File: src/rtl/pci_rr_arbiter.sv
// Round-robin PCI bus arbiter with grant-hold preemption, a one-cycle dead
// turnaround between owners and optional parking on an idle bus.
module pci_rr_arbiter #(
    parameter int N_MASTERS = 4,
    parameter int MAX_HOLD  = 16,
    parameter bit PARK_EN   = 1'b1,
    parameter int PARK_ID   = 0
) (
    input  logic                                      clk,
    input  logic                                      reset,
    input  logic [N_MASTERS-1:0]                      REQ,
    output logic [N_MASTERS-1:0]                      GNT,
    output logic [(N_MASTERS > 1 ? $clog2(N_MASTERS) : 1)-1:0] gnt_id,
    output logic                                      gnt_valid,
    output logic                                      parked
);
    localparam int IDW = (N_MASTERS > 1) ? $clog2(N_MASTERS) : 1;
    localparam int HW  = (MAX_HOLD > 0) ? $clog2(MAX_HOLD + 1) : 1;
    localparam logic [IDW-1:0] PARK_IDX = IDW'(PARK_ID);
    localparam logic [IDW-1:0] LAST_RST = IDW'(N_MASTERS - 1);
    localparam logic [HW-1:0]  HOLD_MAX = HW'(MAX_HOLD);

    typedef enum logic [1:0] {IDLE, GRANT, TURN} state_t;

    state_t          state;
    logic [IDW-1:0]  last;
    logic [HW-1:0]   hold_cnt;
    logic [IDW-1:0]  winner;
    logic            own_req;
    logic            other_req;
    logic            hold_left;

    // First requester at or after last+1, wrapping; the previous owner comes last.
    function automatic logic [IDW-1:0] rr_pick(input logic [N_MASTERS-1:0] req,
                                               input logic [IDW-1:0] from);
        logic [IDW-1:0] pick;
        int             idx;
        pick = from;
        for (int i = N_MASTERS; i >= 1; i--) begin
            idx = (int'(from) + i) % N_MASTERS;
            if (req[idx]) pick = IDW'(idx);
        end
        return pick;
    endfunction

    assign winner    = rr_pick(REQ, last);
    assign own_req   = REQ[gnt_id];
    assign other_req = |(REQ & ~GNT);
    assign hold_left = (MAX_HOLD == 0) || (hold_cnt < HOLD_MAX);

    always_ff @(posedge clk) begin
        if (reset) begin
            state     <= IDLE;
            GNT       <= '0;
            gnt_id    <= '0;
            gnt_valid <= 1'b0;
            parked    <= 1'b0;
            last      <= LAST_RST;
            hold_cnt  <= '0;
        end else begin
            case (state)
                IDLE, TURN: begin
                    if (|REQ) begin
                        state     <= GRANT;
                        GNT       <= N_MASTERS'(1) << winner;
                        gnt_id    <= winner;
                        gnt_valid <= 1'b1;
                        parked    <= 1'b0;
                        last      <= winner;
                        hold_cnt  <= HW'(1);
                    end else if (PARK_EN) begin
                        state     <= GRANT;
                        GNT       <= N_MASTERS'(1) << PARK_IDX;
                        gnt_id    <= PARK_IDX;
                        gnt_valid <= 1'b1;
                        parked    <= 1'b1;
                        hold_cnt  <= HW'(1);
                    end else begin
                        state     <= IDLE;
                        GNT       <= '0;
                        gnt_id    <= '0;
                        gnt_valid <= 1'b0;
                        parked    <= 1'b0;
                    end
                end
                GRANT: begin
                    if (parked) begin
                        // Parked owner asking for the bus keeps it without a gap.
                        if (own_req) begin
                            parked   <= 1'b0;
                            hold_cnt <= HW'(1);
                            last     <= gnt_id;
                        end else if (other_req) begin
                            state     <= TURN;
                            GNT       <= '0;
                            gnt_id    <= '0;
                            gnt_valid <= 1'b0;
                            parked    <= 1'b0;
                        end
                    end else if ((own_req && (!other_req || hold_left)) ||
                                 (!own_req && !other_req && PARK_EN && gnt_id == PARK_IDX)) begin
                        parked <= !own_req;
                        if (hold_left) hold_cnt <= hold_cnt + HW'(1);
                    end else begin
                        state     <= (!own_req && !other_req && !PARK_EN) ? IDLE : TURN;
                        GNT       <= '0;
                        gnt_id    <= '0;
                        gnt_valid <= 1'b0;
                        parked    <= 1'b0;
                    end
                end
                default: begin
                    state     <= IDLE;
                    GNT       <= '0;
                    gnt_id    <= '0;
                    gnt_valid <= 1'b0;
                    parked    <= 1'b0;
                end
            endcase
        end
    end
endmodule

File: config.mk
export PLATFORM = sky130hd
export DESIGN_NAME = pci_rr_arbiter
export DESIGN_NICKNAME = d
export VERILOG_FILES = /design/src/rtl/pci_rr_arbiter.sv
export SDC_FILE = /design/constraint.sdc
export NUM_CORES = 1
export LEC_CHECK = 0
export ABC_AREA = 1
export CAP_MARGIN = 20
export CORE_UTILIZATION = 56
export CTS_BUF_LIST = sky130_fd_sc_hd__clkbuf_8
export DETAILED_ROUTE_END_ITERATION = 16
export HOLD_SLACK_MARGIN = 0.15
export PLACE_DENSITY = 0.87
export SETUP_SLACK_MARGIN = 0.2
export SKIP_CTS_REPAIR_TIMING = 1
export SLEW_MARGIN = 20
export SYNTH_ARGS = -nofsm -noshare
export SYNTH_HDL_FRONTEND = slang
export SYNTH_SLANG_ARGS = --single-unit
File: constraint.sdc
create_clock -name clk -period 1.8 [get_ports clk]
set_input_delay 0.36 -clock clk [delete_from_list [all_inputs] [get_ports clk]]
set_output_delay 0.36 -clock clk [all_outputs]
set_load 0.02 [all_outputs]
==> results of run 1 <==
## cells by family after synthesis
group,count (synthesis)
flip-flops,17
AO/OA/AOI/OAI,22
AND/OR/NAND/NOR,109
adder cells (fa/ha/maj),1
buffers and inverters,30
## layout make-up
class | instances | area [µm²]
clock inverters | 1 | 3.75
multi-input cells | 132 | 651
repair buffers | 21 | 215
inverters | 27 | 104
clock buffers | 3 | 41.3
well taps | 25 | 31.3
flip-flops and latches | 17 | 349
fillers | 124 | 388
## metrics by stage
stage	setup TNS, ns	power (mW)	hold WS (ns)	cells
2_1_floorplan	0	1.15	0.429	179
3_3_place_gp	-1.37	1.40	0.451	221
3_5_place_dp	-2.26	1.43	0.471	221
4_1_cts	0	1.71	0.485	225
5_1_grt	0	1.90	0.517	226
6_report	0	1.77	0.476	226
## registers in the layout, indices dropped and copies added (netlist names)
| register | flops |
|---|---|
| GNT | 4 |
| gnt_id | 2 |
| gnt_valid | 1 |
| hold_cnt | 5 |
| last | 2 |
| parked | 1 |
| state | 2 |
## routing by layer
metal / GRT usage [%] / routed length, µm / vias to the layer above
li1: - / - / 612
met1: 36.8 / 1250 / 546
met2: 48.7 / 1310 / 52
met3: 5.10 / 166 / 12
met4: 7.06 / 54 / 0
met5: 0 / 0 / -
## path summary, 6_finish.rpt
check	startpoint	endpoint	slack, ns
worst max-delay path	parked	parked	0.26
worst min-delay path	hold_cnt[4]	hold_cnt[4]	0.48
worst max register to register	last[0]	GNT[0]	0.29
worst min register to register	hold_cnt[4]	hold_cnt[4]	0.48
## cells in the final DEF (no fill, tap or decap), drive strengths merged
cell type	instances
inv	28
or2	1
clkbuf	3
a21oi	14
nor3	2
dfxtp	17
o21ai	7
nand3	19
nand4	3
ha	1
o211ai	1
dlymetal6s2s	10
buf	8
nand2	65
nor4	3
nor2	16
clkdlybuf4s50	3
## power by group
part,switching (mW),total (mW),leakage (nW),internal (mW)
combinational,0.570,0.932,0.622,0.362
clock,0.128,0.280,0.0269,0.151
sequential,0.0963,0.560,0.140,0.463
==> results.txt, run 1 <==
LEAKAGE: 0.789 nW
cells after synthesis: 179
Final period util: 85.5%
First-pass DRT Iterations: 4
CP endpoint kind: output pin
CTS Sinks: 17
vias in the first global route: 1074
Max VDD drop: 0.779 mV
critical path's slowest cell: clkdlybuf4s50_1
DR DRC count: 0
io pins: 14
Routed Antenna Nets: 0
largest net degree at the start of global routing: 13
count leader, synth: nand2_1
CTS root buf: clkbuf_8
worst reg-to-reg path cell count: 12
crit-path cells: clkdlybuf4s50_1
Slew HR: 64.7%
min-delay worst type: flop to flop
simple-gate share of the synthesized area: 44.1%
hpwl dp: 2070 µm
Final GP Congestion: 0.864
All-Layer GR Usage: 28.6%
Synth Area in XOR/XNOR: 0%
Final Skew: 0.00776 ns
Die Wd: 46.1 µm
leading post-synthesis cells by cell area: dfxtp_1 (31%), nand2_1 (20%), nand3_1 (8.7%)
sequential area share after synthesis: 31.3%
fin area: 1400 µm²
Routed WL per cell: 12.3 µm
CTS max path bufs: 2
WP data required: 1.44 ns
syn nets: 186
critical path's top delay family: buffers and inverters
Vias: 1222
Clk Latency, worst-skew pair: 0.25 ns
EDFF count, synth: 0
min Tclk post-route: 1.54 ns
Crit path depth: 1
CTS tree: yes
critical path buffer and inverter count: 1
final wirelength: 2770 µm
compound-cell area share of the yosys netlist: 12.1%
Worst Path Arrival: 1.18 ns
final hold violations: 0
power per standard cell area: 1270 nW/µm²
die area: 2120 µm²
post-synthesis adder-cell area fraction: 1.15%
Max stage delay on crit path: 0.60 ns
Final Util: 78.2%
Post-synth ARST share: 0%
RSZ-0062 raised after global routing: yes
Port Buffers: 13
main combinational cell family by area after synthesis: simple AND/OR/NAND/NOR gates
GRT overflow: 0
via-per-instance ratio: 5.41
top-area cell type share of the netlist area: 31.3%
number of library cell types mapped by synthesis: 24
DP Area: 1280 µm²
# nets final: 209
CP max FO: 2
Synth area leader: dfxtp_1
FP Rows: 15
synth warn: 0
Initial Util: 61.1%
drt first-iter violations: 43
fraction of final layout cells sized beyond drive strength 1: 19.9%
final setup margin: 0.261 ns
Post-Synthesis Cell Area: 1090 µm²
final setup fails: 0
Chip Height: 46.1 µm
Top FF cell, synth: dfxtp_1
Hold Path Stages: 2
initial antenna violation count: 0
Area growth syn-to-layout: 28.2%
CP Launch Type: flop
fmax: 650 MHz
syn avg cell area: 6.08 µm²
Ant. Diodes: 0
outcome: complete, no violations
flops & latches, synth: 17
post-synthesis mux area share: 0%
max_cap viols: 0
first-pass GRT wire length: 4400 µm
Post-synth top cells: nand2_1 (58), inv_1 (22), nand3_1 (19)
TritonCTS Buffers: 3
max-slew violations: 0
Least-Margin Pin Slew: 0.526 ns
CTS clk-pin slew, worst paths: 0.06 ns
kind of critical path: flop to output pin
core region area: 1780 µm²
dpl ws: -0.203 ns
htree depth: 1
(Power assumes the default switching activity.)
==> inputs of run 2 (changes only) <==
--- a/config.mk
+++ b/config.mk
@@ -7,11 +7,13 @@
 export LEC_CHECK = 0
 export ABC_AREA = 1
 export CAP_MARGIN = 20
-export CORE_UTILIZATION = 56
+export CORE_UTILIZATION = 41
 export CTS_BUF_LIST = sky130_fd_sc_hd__clkbuf_8
 export DETAILED_ROUTE_END_ITERATION = 16
+export DONT_BUFFER_PORTS = 1
+export GPL_TIMING_DRIVEN = 1
 export HOLD_SLACK_MARGIN = 0.15
-export PLACE_DENSITY = 0.87
+export PLACE_DENSITY = 0.61
 export SETUP_SLACK_MARGIN = 0.2
 export SKIP_CTS_REPAIR_TIMING = 1
 export SLEW_MARGIN = 20
==> run 2 against run 1 <==
  * Hold slack lost 0.32 ns
  * Clock skew shrank 0.0054 ns
  * Flip-flop and latch count is the same
  * Highest routed layer unchanged
  * Register-to-register slack is essentially flat
  * Combinational power shrank 15%
  * Sequential share of layout area grew 3.3 points
  * Clock power grew 3%
  * Critical path depth grew 7
  * Routed wire length shrank 5.5%
  * Setup slack gained 0.037 ns
  * Critical endpoint is now GNT[1]
  * Cell count shrank 4.0%
  * Power shrank 7.5%
==> results.txt, run 2 (synthesis results as in run 1) <==
Largest register FFs: 5
All-Layer GR Usage: 20.2%
Max VDD drop: 0.753 mV
crit-path cells: inv_1 > nand3_1 > nand2_1 > a21oi_2 > nand3_1 > nand2_2 > nand2_1 > a21oi_1
# nets final: 195
Die Wd: 53.5 µm
met1 Use GR: 26.8%
final wirelength: 2620 µm
Port Buffers: 0
DR DRC count: 0
max_cap viols: 0
CTS root buf: clkbuf_8
most common cell after layout, fill and taps aside: nand2_1
FP Rows: 18
Vias: 1125
CTS tree: yes
Area growth syn-to-layout: 12.9%
critical path's top delay family: simple AND/OR/NAND/NOR gates
Final Skew: 0.00232 ns
top flop regs: hold_cnt x5, GNT x4
core region area: 2500 µm²
Setup TNS: 0 ns
CTS clk-pin slew, worst paths: 0.07 ns
drt first-iter violations: 27
Chip Height: 53.5 µm
die area: 2860 µm²
commonest non-fill, non-tap cells in the layout: nand2_1 (58), inv_1 (22), nand3_1 (19)
via-per-instance ratio: 5.18
critical path's slowest cell: dfxtp_2
Top reg by flops: hold_cnt
M3 GR Usage: 3.16%
WP data required: 1.98 ns
Routed Antenna Nets: 0
Worst Path Arrival: 1.68 ns
First-pass DRT Iterations: 4
Clk Latency, worst-skew pair: 0.25 ns
Least-Margin Pin Slew: 0.474 ns
max-slew violations: 0
CTS Sinks: 17
htree depth: 1
largest net degree at the start of global routing: 14
CP Launch Type: flop
hpwl dp: 1980 µm
RSZ-0062 raised after global routing: no
# placed instances: 213
Max stage delay on crit path: 0.44 ns
GR Util met2: 31.9%
critical path buffer and inverter count: 1
Slew HR: 68.2%
GRT overflow: 0
Initial Util: 43.5%
Ant. Diodes: 0
outcome: complete, no violations
fmax: 666 MHz
power per standard cell area: 1330 nW/µm²
initial antenna violation count: 0
TritonCTS Buffers: 3
min Tclk post-route: 1.50 ns
Post-Layout Cell Count: 217
busiest grt layer: met2
# fillers: 262
Final GP Congestion: 0.861
min-delay worst type: input pin to flop
kind of critical path: flop to flop
final hold violations: 0
CTS max path bufs: 2
final setup fails: 0
LEAKAGE: 0.601 nW
fraction of final layout cells sized beyond drive strength 1: 18.7%
Routed WL per cell: 12.1 µm
Final period util: 83.4%
CP endpoint kind: flop
io pins: 14
CP max FO: 7
vias in the first global route: 1003
first-pass GRT wire length: 4260 µm
-- run 2: changes by cell type in the layout (fill, tap and decap cells not counted), moves of 2 or more --
cell             before  now
o21ai_1               3    1
o21ai_0               1    4
clkdlybuf4s50_1       3    0
nand2_4               2    0
nand3_1              17   19
dlymetal6s2s_1       10    0
o21ai_2               3    1
nand3_2               2    0
-- run 2: routing by layer --
layer | part of all wire, % | vias up
li1 | - | 588
met1 | 49 | 515
met2 | 47 | 18
met3 | 2.8 | 4
met4 | 0.69 | 0
met5 | 0 | -
-- run 2: layout make-up --
cell class	instances	area [µm²]	area share, %
repair buffers	7	52.6	4.28
inverters	27	104	8.45
clock inverters	1	5.00	0.407
flip-flops and latches	17	348	28.3
multi-input cells	132	641	52.1
well taps	30	37.5	3.05
clock buffers	3	41.3	3.36
-- run 2: path summary, 6_finish.rpt --
| path | start | endpoint | slack [ns] | cells past startpoint |
|---|---|---|---|---|
| setup / recovery | gnt_id[1] | GNT[1] | 0.30 | 8 |
| hold / removal | reset | gnt_id[0] | 0.16 | 1 |
| setup reg to reg | gnt_id[1] | GNT[1] | 0.30 | 8 |
| hold reg to reg | hold_cnt[4] | hold_cnt[4] | 0.45 | 2 |
-- run 2: metrics by stage --
stage               setup slack [ns]  util, %  total power, mW  cell area [µm²]  hold slack [ns]
finish                         0.298     49.1             1.64             1230            0.156
global route                   0.200     49.1             1.76             1230            0.150
global placement               0.149     46.3             1.30             1160            0.426
floorplan                      0.382        -             1.15             1090            0.429
detailed placement             0.153     46.3             1.32             1160            0.426
CTS                            0.139     48.2             1.61             1200            0.160
-- run 2: where the power goes --
part           switching (mW)  internal [mW]  leakage [nW]  total, mW
Clock                   0.134          0.154        0.0255      0.288
Combinational           0.517          0.275         0.435      0.792
Sequential             0.0979          0.461         0.141      0.559
==> inputs of run 3 (changes only) <==
==> constraint.sdc (replaced) <==
create_clock -name clk -period 1.5 [get_ports clk]
set_input_delay 0.3 -clock clk [delete_from_list [all_inputs] [get_ports clk]]
set_output_delay 0.3 -clock clk [all_outputs]
set_load 0.02 [all_outputs]
==> run 3 against run 2 <==
  * The flow now finishes with violations (setup timing)
  * Final area up 33%
  * Setup slack lost 0.30 ns
  * Cell count is 7.8% higher
  * Power up 55%
  * Flip-flop and latch count did not move
  * Clock skew is 0.0042 ns higher
  * Combinational power grew 87%
  * Die area did not move
  * Non-clock buffer count is 16 higher
  * Highest routed layer unchanged
==> results.txt, run 3 (synthesis results as in run 1) <==
final setup fails: 1
largest net degree at the start of global routing: 14
worst reg-to-reg path cell count: 9
register area: 367 µm²
CTS tree: yes
vias in the first global route: 973
Routed WL per cell: 13.9 µm
Top reg by flops: hold_cnt
Initial Util: 43.5%
Die Wd: 53.5 µm
final wirelength: 3250 µm
via-per-instance ratio: 5.32
Setup TNS: -0.000150 ns
Slew HR: 76.5%
# nets final: 212
worst reg2reg path startpoint: GNT[3]
fin area: 1630 µm²
drt first-iter violations: 20
critical path's slowest cell: dfxtp_1
LEAKAGE: 0.744 nW
Ant. Diodes: 0
CP Launch Type: flop
WP data required: 1.69 ns
DR DRC count: 0
min-delay worst type: input pin to flop
Area growth syn-to-layout: 49.7%
Post-Layout Cell Count: 234
origin of the worst setup path: GNT[3]
htree depth: 1
Worst Path Arrival: 1.69 ns
reg2reg setup slack: -0.0002 ns
First-pass DRT Iterations: 4
worst r2r dst: state[1]
# fillers: 211
crit-path cells: o21ai_0 > nor2_1 > buf_4 > nand3_2 > nand2_2 > inv_2 > nand2_4 > buf_6 > nor3_2
commonest non-fill, non-tap cells in the layout: nand2_1 (38), buf_4 (20), nand2_2 (19)
# placed instances: 215
Largest register FFs: 5
hpwl dp: 2010 µm
critical path buffer and inverter count: 3
CP max FO: 7
WHS: 0.0817 ns
Power, Total: 2.54 mW
critical path's top delay family: simple AND/OR/NAND/NOR gates
fraction of final layout cells sized beyond drive strength 1: 51.0%
failing checks: setup timing
outcome: complete, but fails checks
All-Layer GR Usage: 20.3%
worst hold path startpoint: reset
min Tclk post-route: 1.50 ns
final setup margin: -0.000150 ns
Final period util: 100%
sink of the worst hold path: hold_cnt[0]
FP Rows: 18
CTS clk-pin slew, worst paths: 0.07 ns
Hold Path Stages: 1
fmax: 667 MHz
TritonCTS Buffers: 3
first-pass GRT wire length: 4160 µm
Least-Margin Pin Slew: 0.353 ns
kind of critical path: flop to flop
Chip Height: 53.5 µm
Final Skew: 0.00654 ns
DP Area: 1180 µm²
most common cell after layout, fill and taps aside: nand2_1
CTS max path bufs: 2
multi-input logic area: 876 µm²
CP endpoint kind: flop
initial antenna violation count: 0
Clk Latency, worst-skew pair: 0.26 ns
core region area: 2500 µm²
final hold violations: 0
die area: 2860 µm²
Vias: 1245
power per standard cell area: 1560 nW/µm²
top flop regs: hold_cnt x5, GNT x4
Port Buffers: 0
RSZ-0062 raised after global routing: yes
CTS Sinks: 17
CTS root buf: clkbuf_8
Final GP Congestion: 0.872
Max stage delay on crit path: 0.31 ns
Routed Antenna Nets: 0
max-slew violations: 0
GRT overflow: 0
max_cap viols: 0
io pins: 14
Max VDD drop: 1.01 mV
==> run 3: changes by cell type in the layout (fill, tap and decap cells not counted), sizes merged <==
| cell | delta |
|---|---|
| clkinv | +2 |
| inv | -1 |
| buf | +16 |
==> run 3: area by class of cell <==
cell class                      count  share of cell area [%]
Clock buffer                        3                    2.53
Timing Repair Buffer               23                    11.3
Tap cell                           30                    2.30
Multi-Input combinational cell    132                    53.8
Clock inverter                      1                   0.307
Sequential cell                    17                    22.5
Inverter                           27                    6.99
Timing Repair inverter              1                   0.307
==> run 3: through the flow <==
stage                     setup slack (ns)  util [%]
after global placement              0.0379      47.3
after global routing               -0.0474      65.2
final                            -0.000150      65.2
after CTS                          0.00720      49.2
after detailed placement            0.0230      47.3
after floorplan                      0.190         -
==> run 3: worst max path at each step <==
stage               cells after the start  slack [ns]  endpoint
floorplan                               9        0.19   last[1]
global placement                       10        0.04    GNT[2]
detailed placement                     10        0.02    GNT[2]
CTS                                    10       0.007    GNT[2]
global route                           10       -0.05    GNT[1]
finish                                  9     -0.0002  state[1]
==> run 3: report_power, final <==
part	total, mW	switching [mW]	internal (mW)	leakage [nW]
clock	0.356	0.171	0.185	0.0255
sequential	0.700	0.128	0.572	0.143
combinational	1.48	0.884	0.597	0.575
total	2.54	1.18	1.35	0.744
==> run 3: routing by layer <==
metal | share of wire [%] | wire, µm | GRT usage, % | vias up
met3 | 3.3 | 108 | 3.74 | 12
met1 | 44 | 1440 | 25.9 | 594
met5 | 0 | 0 | 0 | -
li1 | - | - | - | 618
met4 | 3.1 | 102 | 7.89 | 0
met2 | 49 | 1600 | 33.3 | 21
==> run 3: worst reg2reg max path: stages, from the launching register on <==
cell and delay, ns:
dfxtp_1 0.31, o21ai_0 0.27, nor2_1 0.11, buf_4 0.16
nand3_2 0.05, nand2_2 0.06, inv_2 0.07, nand2_4 0.09
buf_6 0.13, nor3_2 0.17
